<file path="src/rtl/store_trace_fifo.sv">
// store_trace_fifo: captures every data-memory store (address, data, PC) issued
// by the core into a first-word-fall-through FIFO drained over valid/ready.
// Stores arriving while the FIFO is full and not draining are counted as drops.
// Optional build macro STF_ADDR_FILTER_EN: when defined, only stores whose
// address lies in [FILT_BASE, FILT_LIMIT] are captured; others are ignored.
module store_trace_fifo #(
    parameter int              DEPTH_LOG2 = 3,
    parameter int              AW         = 32,
    parameter int              DW         = 32,
    parameter logic [AW-1:0]   FILT_BASE  = '0,
    parameter logic [AW-1:0]   FILT_LIMIT = AW'(255)
) (
    input  logic                  STF_IN_CLK,
    input  logic                  STF_IN_RST_N,
    input  logic                  STF_IN_MEMWRITE,
    input  logic [AW-1:0]         STF_IN_ADDR,
    input  logic [DW-1:0]         STF_IN_WR_DATA,
    input  logic [AW-1:0]         STF_IN_PC,
    input  logic                  STF_IN_READY,
    output logic                  STF_OUT_VALID,
    output logic [AW-1:0]         STF_OUT_ADDR,
    output logic [DW-1:0]         STF_OUT_DATA,
    output logic [AW-1:0]         STF_OUT_PC,
    output logic                  STF_OUT_FULL,
    output logic                  STF_OUT_EMPTY,
    output logic [DEPTH_LOG2:0]   STF_OUT_COUNT,
    output logic [15:0]           STF_OUT_DROP_CNT
);

    localparam int                  DEPTH   = 1 << DEPTH_LOG2;
    localparam logic [DEPTH_LOG2:0] CNT_MAX = (DEPTH_LOG2+1)'(DEPTH);
    localparam logic [DEPTH_LOG2:0] CNT_ONE = (DEPTH_LOG2+1)'(1);
    localparam logic [DEPTH_LOG2-1:0] PTR_ONE = DEPTH_LOG2'(1);

    // Storage is deliberately not reset; pointers and count define validity.
    logic [AW-1:0] addr_mem [DEPTH];
    logic [DW-1:0] data_mem [DEPTH];
    logic [AW-1:0] pc_mem   [DEPTH];

    logic [DEPTH_LOG2-1:0] wptr_q, wptr_d;
    logic [DEPTH_LOG2-1:0] rptr_q, rptr_d;
    logic [DEPTH_LOG2:0]   count_q, count_d;
    logic [15:0]           drop_cnt_q, drop_cnt_d;

    logic full, empty;
    logic push_req, pop, push_ok, drop;

    assign full  = (count_q == CNT_MAX);
    assign empty = (count_q == '0);

`ifdef STF_ADDR_FILTER_EN
    // Out-of-window stores never become push requests, so they cannot be drops.
    assign push_req = STF_IN_MEMWRITE &&
                      (STF_IN_ADDR >= FILT_BASE) && (STF_IN_ADDR <= FILT_LIMIT);
`else
    assign push_req = STF_IN_MEMWRITE;
`endif

    // A pop on the same edge frees a slot, so a full FIFO can still accept.
    assign pop     = !empty && STF_IN_READY;
    assign push_ok = push_req && (!full || pop);
    assign drop    = push_req && full && !pop;

    // Next-state for pointers, occupancy and the saturating drop counter.
    always_comb begin
        wptr_d     = wptr_q;
        rptr_d     = rptr_q;
        count_d    = count_q;
        drop_cnt_d = drop_cnt_q;
        if (push_ok) begin
            wptr_d = wptr_q + PTR_ONE;
        end
        if (pop) begin
            rptr_d = rptr_q + PTR_ONE;
        end
        case ({push_ok, pop})
            2'b10:   count_d = count_q + CNT_ONE;
            2'b01:   count_d = count_q - CNT_ONE;
            default: count_d = count_q;
        endcase
        if (drop && (drop_cnt_q != 16'hFFFF)) begin
            drop_cnt_d = drop_cnt_q + 16'd1;
        end
    end

    // Control state register with asynchronous active-low reset.
    always_ff @(posedge STF_IN_CLK or negedge STF_IN_RST_N) begin
        if (!STF_IN_RST_N) begin
            wptr_q     <= '0;
            rptr_q     <= '0;
            count_q    <= '0;
            drop_cnt_q <= '0;
        end else begin
            wptr_q     <= wptr_d;
            rptr_q     <= rptr_d;
            count_q    <= count_d;
            drop_cnt_q <= drop_cnt_d;
        end
    end

    // Entry storage write; accepted stores land at the write pointer.
    always_ff @(posedge STF_IN_CLK) begin
        if (push_ok) begin
            addr_mem[wptr_q] <= STF_IN_ADDR;
            data_mem[wptr_q] <= STF_IN_WR_DATA;
            pc_mem[wptr_q]   <= STF_IN_PC;
        end
    end

    // Head entry falls through combinationally; fields read as zero when empty.
    always_comb begin
        STF_OUT_ADDR = '0;
        STF_OUT_DATA = '0;
        STF_OUT_PC   = '0;
        if (!empty) begin
            STF_OUT_ADDR = addr_mem[rptr_q];
            STF_OUT_DATA = data_mem[rptr_q];
            STF_OUT_PC   = pc_mem[rptr_q];
        end
    end

    assign STF_OUT_VALID    = !empty;
    assign STF_OUT_FULL     = full;
    assign STF_OUT_EMPTY    = empty;
    assign STF_OUT_COUNT    = count_q;
    assign STF_OUT_DROP_CNT = drop_cnt_q;

endmodule
</file>
<file path="config.mk">
export PLATFORM = sky130hd
export DESIGN_NAME = store_trace_fifo
export DESIGN_NICKNAME = d
export VERILOG_FILES = /design/src/rtl/store_trace_fifo.sv
export SDC_FILE = /design/constraint.sdc
export NUM_CORES = 1
export LEC_CHECK = 0
export BUFFER_PORTS_ARGS = -buffer_cell sky130_fd_sc_hd__buf_2
export CORE_MARGIN = 5
export CORE_UTILIZATION = 35
export DETAILED_ROUTE_END_ITERATION = 10
export SYNTH_ARGS = -nofsm -noshare
export SYNTH_HDL_FRONTEND = slang
export SYNTH_SLANG_ARGS = --single-unit
</file>
<file path="constraint.sdc">
create_clock -name STF_IN_CLK -period 17.34 [get_ports STF_IN_CLK]
set_input_delay 2.601 -clock STF_IN_CLK [delete_from_list [all_inputs] [get_ports STF_IN_CLK]]
set_output_delay 2.601 -clock STF_IN_CLK [all_outputs]
set_load 0.01 [all_outputs]
</file>
-- Yosys cells after proc, flatten, opt, wreduce, memory -nomap -nowiden
Memory sizes are Yosys's and may differ from the RTL's.
Index checks and enable logic that the tools add are counted.
- memory bits (writable): 768
- input bits: 100
- memories kept: 3
- word-level logic and storage cells: 33
- output and inout bits: 119
- flip-flop bits (word level): 26
- memories (name ; depth ; width ; read ports ; clocked after Yosys merged registers in ; write ports ; line ; source):
    addr_mem ; 8 ; 32 ; 1 ; 0 ; 1 ; 36 ; logic [AW-1:0] addr_mem [DEPTH];
    data_mem ; 8 ; 32 ; 1 ; 0 ; 1 ; 37 ; logic [DW-1:0] data_mem [DEPTH];
    pc_mem ; 8 ; 32 ; 1 ; 0 ; 1 ; 38 ; logic [AW-1:0] pc_mem [DEPTH];
- reductions and logical operators: 11
- muxes and demuxes: 6
- add/subtract/negate cells: 5
- equality and inequality tests: 4
- operators by type and width (cell ; count):
    32-bit two-way mux ; 3
    16-bit by 1-bit adder with 16-bit output (second input constant) ; 1
    16-bit inequality test (second input constant) ; 1
    4-bit one-hot mux with 2 select lines ; 1
    3-bit by 1-bit adder with 3-bit output (second input constant) ; 2
    1-bit logical AND ; 5
    4-bit by 1-bit adder with 4-bit output (second input constant) ; 1
    4-bit == test (second input constant) ; 1
    4-bit logical NOT ; 1
    4-bit by 1-bit subtractor with 4-bit output (second input constant) ; 1
    1-bit logical NOT ; 3
    2-bit by 1-bit == test with 1-bit output (second input constant) ; 1
    2-bit == test (second input constant) ; 1
    1-bit two-way mux ; 2
    2-bit nonzero test ; 1
    1-bit logical OR ; 1

-- Logic depth before layout (Yosys ltp)
- depth in word-level cells: 7
- mapped depth: 10
- depth with buffers taken out: 9

-- Worst setup path after synthesis
No wires, ideal clock.
- kind: in2reg
- start: input port STF_IN_READY
- end: memory addr_mem[0][0] (enable)
- required time: 16.554 ns
- stages on the path: 4
- arrival: 12.083 ns
- library setup time: 0.786 ns
- path buffers: 1
- slack: 4.471 ns
- path through: nor2b_1 a21bo_2 clkbuf_1 nor4_1
- longest elaborated chain between the ends: 5
- RTL lines (what ; line ; source):
    start, declared ; 19 ; input logic STF_IN_READY,
    1-bit logical AND ; 60 ; assign pop = !empty && STF_IN_READY;
    1-bit logical OR ; 61 ; assign push_ok = push_req && (!full || pop);
    1-bit logical AND ; 61 ;
    1-bit two-way mux ; 103 ; if (push_ok) begin
    1-bit two-way mux (not written as such) ; 104 ; addr_mem[wptr_q] <= STF_IN_ADDR;
    end, declared ; 36 ;
No other way between the ends.

-- Final worst setup path
- start: register rptr_q[0]
- end: output port STF_OUT_DATA[24]
- longest elaborated chain between the ends: 2
- RTL lines (what ; line ; source):
    start, declared ; 41 ; logic [DEPTH_LOG2-1:0] rptr_q, rptr_d;
    start signal, assigned ; 95 ; rptr_q <= rptr_d;
    memory read 8 x 32 bit ; -- ;
    32-bit two-way mux ; 115 ; if (!empty) begin
    end, declared ; 22 ; output logic [DW-1:0] STF_OUT_DATA,
No other way between the ends.

==> summary.md <==
| Metric | Value |
|---|---|
| Maximum vdd ir drop | `0.102 mV` |
| Slew of the pin with the lowest slew margin | `1150 ps` |
| Most used DFF post-synth | `edfxtp_1` |
| Crit path capture type | `output port` |
| Clock sink count | `794` |
| Clock share of power | `29.3%` |
| Via count | `14,173` |
| Tcrit/Tclk final | `40.1%` |
| Largest net degree at the start of global routing | `97` |
| Comb power frac | `29.1%` |
| Compound-cell area share of the yosys netlist | `0.259%` |
| Initial antenna violation count | `13` |
| Total CTS buffers | `86` |
| Sequential share of power | `41.6%` |
| Final ANT Viol Nets | `0` |
| Fraction of registers with async set/reset | `3.27%` |
| Die W | `305 µm` |
| Min Clock Period, post-route | `6950 ps` |
| Setup repair bufs after CTS | `0` |
| Max_cap viols | `0` |
| CTS max path bufs | `3` |
| Worst Skew | `17.0 ps` |
| #FFs+latches synth | `794` |
| Status | `finished, final reports clean` |
| Placed Cells | `2,693` |
| Worst-path clk slew | `60 ps` |
| Die Height | `305 µm` |
| Synth cell types | `42` |
| Drt pass-1 iters | `4` |
| Synth Area in Adders | `0.165%` |
| Drt initial violations | `926` |
| Drt total wl | `66.0 mm` |
| Slew Viols, Final | `0` |
| Row Count | `108` |
| Final std cells w/o fill | `2,853` |
| Crit Path Category | `flip-flop to output port` |
| P_int | `4250 µW` |
| Worst hold path class | `flip-flop to flip-flop` |
| Initial Util | `35.2%` |
| Worst Path Required | `14,740 ps` |
| Max_slew headroom | `23.6%` |
| Clk root buf | `clkbuf_16` |
| Lkg Pwr | `0.0120 µW` |
| TritonCTS clock tree | `yes` |
| Post-synthesis simple-gate area fraction | `2.50%` |
| Startpoint Class | `flip-flop` |
| Main combinational cell family by area after synthesis | `multiplexers` |
| H-Tree Depth | `3` |
| DRC viols | `0` |
| Routed length per instance | `23.1 µm` |
| Core area | `0.0865 mm²` |
| Layout cells sized above 1 | `34.3%` |
| Hold Fails Final Rpt | `0` |
| CP Max Fanout | `50` |
| Post-DP HPWL | `35.0 mm` |
| Die Area | `0.0929 mm²` |
| Resize count post-CTS | `0` |
| Post-Syn Instances | `1,363` |
| Fill count | `7,615` |
| Io pins | `219` |
| Synth Area in XOR/XNOR | `0.572%` |
| Buffers added on ports | `218` |
| Overflow after GRT | `0` |
| Net Sw Frac | `30.5%` |
| Syn_area_per_cell | `22.3 µm²` |
| Setup TNS | `0 ps` |
| Fmax achieved | `144 MHz` |
| Vias per cell | `4.97` |
| Switch Pwr | `1860 µW` |
| Worst path arrival time | `4350 ps` |
| Final layout net count | `1,730` |
| Sequential area share after synthesis | `77.9%` |
| Clock insertion delay at the later pin of the skew report | `640 ps` |
| Mapped Area | `0.0304 mm²` |
| First-pass GRT wire length | `99.5 mm` |
| Post-CTS Hold Buffers | `0` |
| RSZ-0062 raised after global routing | `no` |
| Synth warn | `0` |
| Mux cell area share after synthesis | `17.5%` |
| Post-Syn Nets | `1,467` |
| Area growth, synth to finish | `17.5%` |
| Final setup viols | `0` |
| RePlAce Congestion | `0.751` |
| Total GRT Usage | `14.1%` |
| Vias in the first global route | `15,234` |
| EDFF count, synth | `768` |
| Total power per unit cell area | `171 mW/mm²` |
==> flip-flops by register name, summed over array words and instances, names as in the netlist <==
register,flops
rptr_q,3
pc_mem,256
addr_mem,256
data_mem,256
wptr_q,3
STF_OUT_DROP_CNT,16
STF_OUT_COUNT,4
==> cell usage after synthesis, types with 4 or more instances <==
library cell,n,share of area [%]
xor2_1,7,0.20
nand2b_1,4,0.082
mux2i_1,98,3.2
nand3_1,9,0.15
mux4_2,192,14
buf_2,19,0.31
nor3_1,12,0.20
nand2_1,13,0.16
nor4_1,5,0.10
buf_1,22,0.27
edfxtp_1,768,76
dfrtp_1,26,2.1
clkbuf_1,26,0.32
nor2_1,107,1.3
nand4_1,5,0.10
ha_1,4,0.16
xnor2_1,11,0.32
==> worst max-delay path, cell delays in order, from the launching register on <==
cell	delay [ps]
dfrtp_4	1130
buf_4	670
buf_4	750
mux4_2	590
mux2i_1	230
nor2_1	70
buf_2	180
==> routing by layer <==
layer | vias up | part of all wire (%) | wire length, µm | global-route usage (%)
li1 | 6197 | - | - | -
met1 | 7571 | 42 | 27700 | 18.3
met2 | 299 | 51 | 33800 | 24.3
met3 | 102 | 4.6 | 3040 | 2.97
met4 | 4 | 2.1 | 1390 | 3.78
met5 | - | 0.041 | 27 | 0
==> worst paths after layout <==
check,cells past startpoint,start,end,slack (ps)
min reg2reg,1,STF_OUT_DROP_CNT[15]$_DFFE_PN0P_,STF_OUT_DROP_CNT[15]$_DFFE_PN0P_,520
max reg2reg,6,STF_OUT_COUNT[1]$_DFFE_PN0P_,data_mem[1][28]$_DFFE_PP_,13620
max in group asynchronous,1,STF_IN_RST_N,rptr_q[1]$_DFFE_PN0N_,14890
min,1,STF_OUT_DROP_CNT[15]$_DFFE_PN0P_,STF_OUT_DROP_CNT[15]$_DFFE_PN0P_,520
max,6,rptr_q[0]$_DFFE_PN0N_,STF_OUT_DATA[24],10390
min in group asynchronous,1,STF_IN_RST_N,STF_OUT_DROP_CNT[11]$_DFFE_PN0P_,1980
==> power groups by stage <==
stage	Sequential, µW	Clock (µW)	Combinational (µW)
floorplan	2530	0	1250
global placement	2580	0	1840
detailed placement	2590	0	1850
CTS	2550	1840	1850
global route	2570	1930	1940
finish	2540	1790	1780
==> kinds of logic (layout without fill, tap and decap cells) <==
family / count (synthesis) / after routing
flip-flops: 794 / 794
multiplexers: 293 / 293
AND/OR/NAND/NOR: 169 / 169
buffers and inverters: 73 / 403
XOR/XNOR: 19 / 19
AO/OA/AOI/OAI: 11 / 11
adder cells (fa/ha/maj): 4 / 4
other: 0 / 5
==> placed cells by master, fill, tap and decap left out, types with 4 or more instances in the layout <==
| cell | synthesis | routed |
|---|---|---|
| clkbuf_16 | 0 | 87 |
| buf_2 | 19 | 218 |
| xnor2_1 | 11 | 11 |
| nand4_1 | 5 | 5 |
| xor2_1 | 7 | 7 |
| diode_2 | 0 | 5 |
| edfxtp_1 | 768 | 768 |
| clkinv_8 | 0 | 4 |
| nand2b_1 | 4 | 4 |
| clkinv_1 | 0 | 23 |
| clkbuf_1 | 26 | 9 |
| nor2_1 | 107 | 104 |
| mux4_2 | 192 | 192 |
| buf_4 | 0 | 24 |
| ha_1 | 4 | 4 |
| nor3_2 | 0 | 4 |
| bufinv_16 | 0 | 9 |
| nand3_1 | 9 | 9 |
| dfrtp_1 | 26 | 23 |
| nor3_1 | 12 | 8 |
| nand2_1 | 13 | 13 |
| nor4_1 | 5 | 4 |
| clkinvlp_4 | 0 | 4 |
| mux2i_1 | 98 | 98 |
| clkinv_2 | 0 | 14 |
==> final cells by class <==
cell class	count	area [µm²]	area share [%]
antenna	5	12.5	0.0350
clock buffer	96	2210	6.18
clock inverter	59	582	1.63
inverter	4	17.5	0.0490
multi-input combinational	496	6450	18.0
sequential	794	23700	66.4
tap	1155	1450	4.04
timing repair buffer	244	1310	3.67
==> stage by stage <==
| step | setup WS (ps) | power, µW | cell area (µm²) | util [%] | hold WS, ps |
|---|---|---|---|---|---|
| 6_report | 10390 | 6110 | 35800 | 41.3 | 516 |
| 5_1_grt | 9840 | 6440 | 35700 | 41.3 | 526 |
| 4_1_cts | 10080 | 6250 | 35700 | 41.3 | 508 |
| 3_5_place_dp | 10790 | 4440 | 32900 | 38.1 | 489 |
| 3_3_place_gp | 10820 | 4420 | 32900 | 38.1 | 493 |
| 2_1_floorplan | 4470 | 3780 | 30400 | - | 517 |
(Power assumes the default switching activity.)
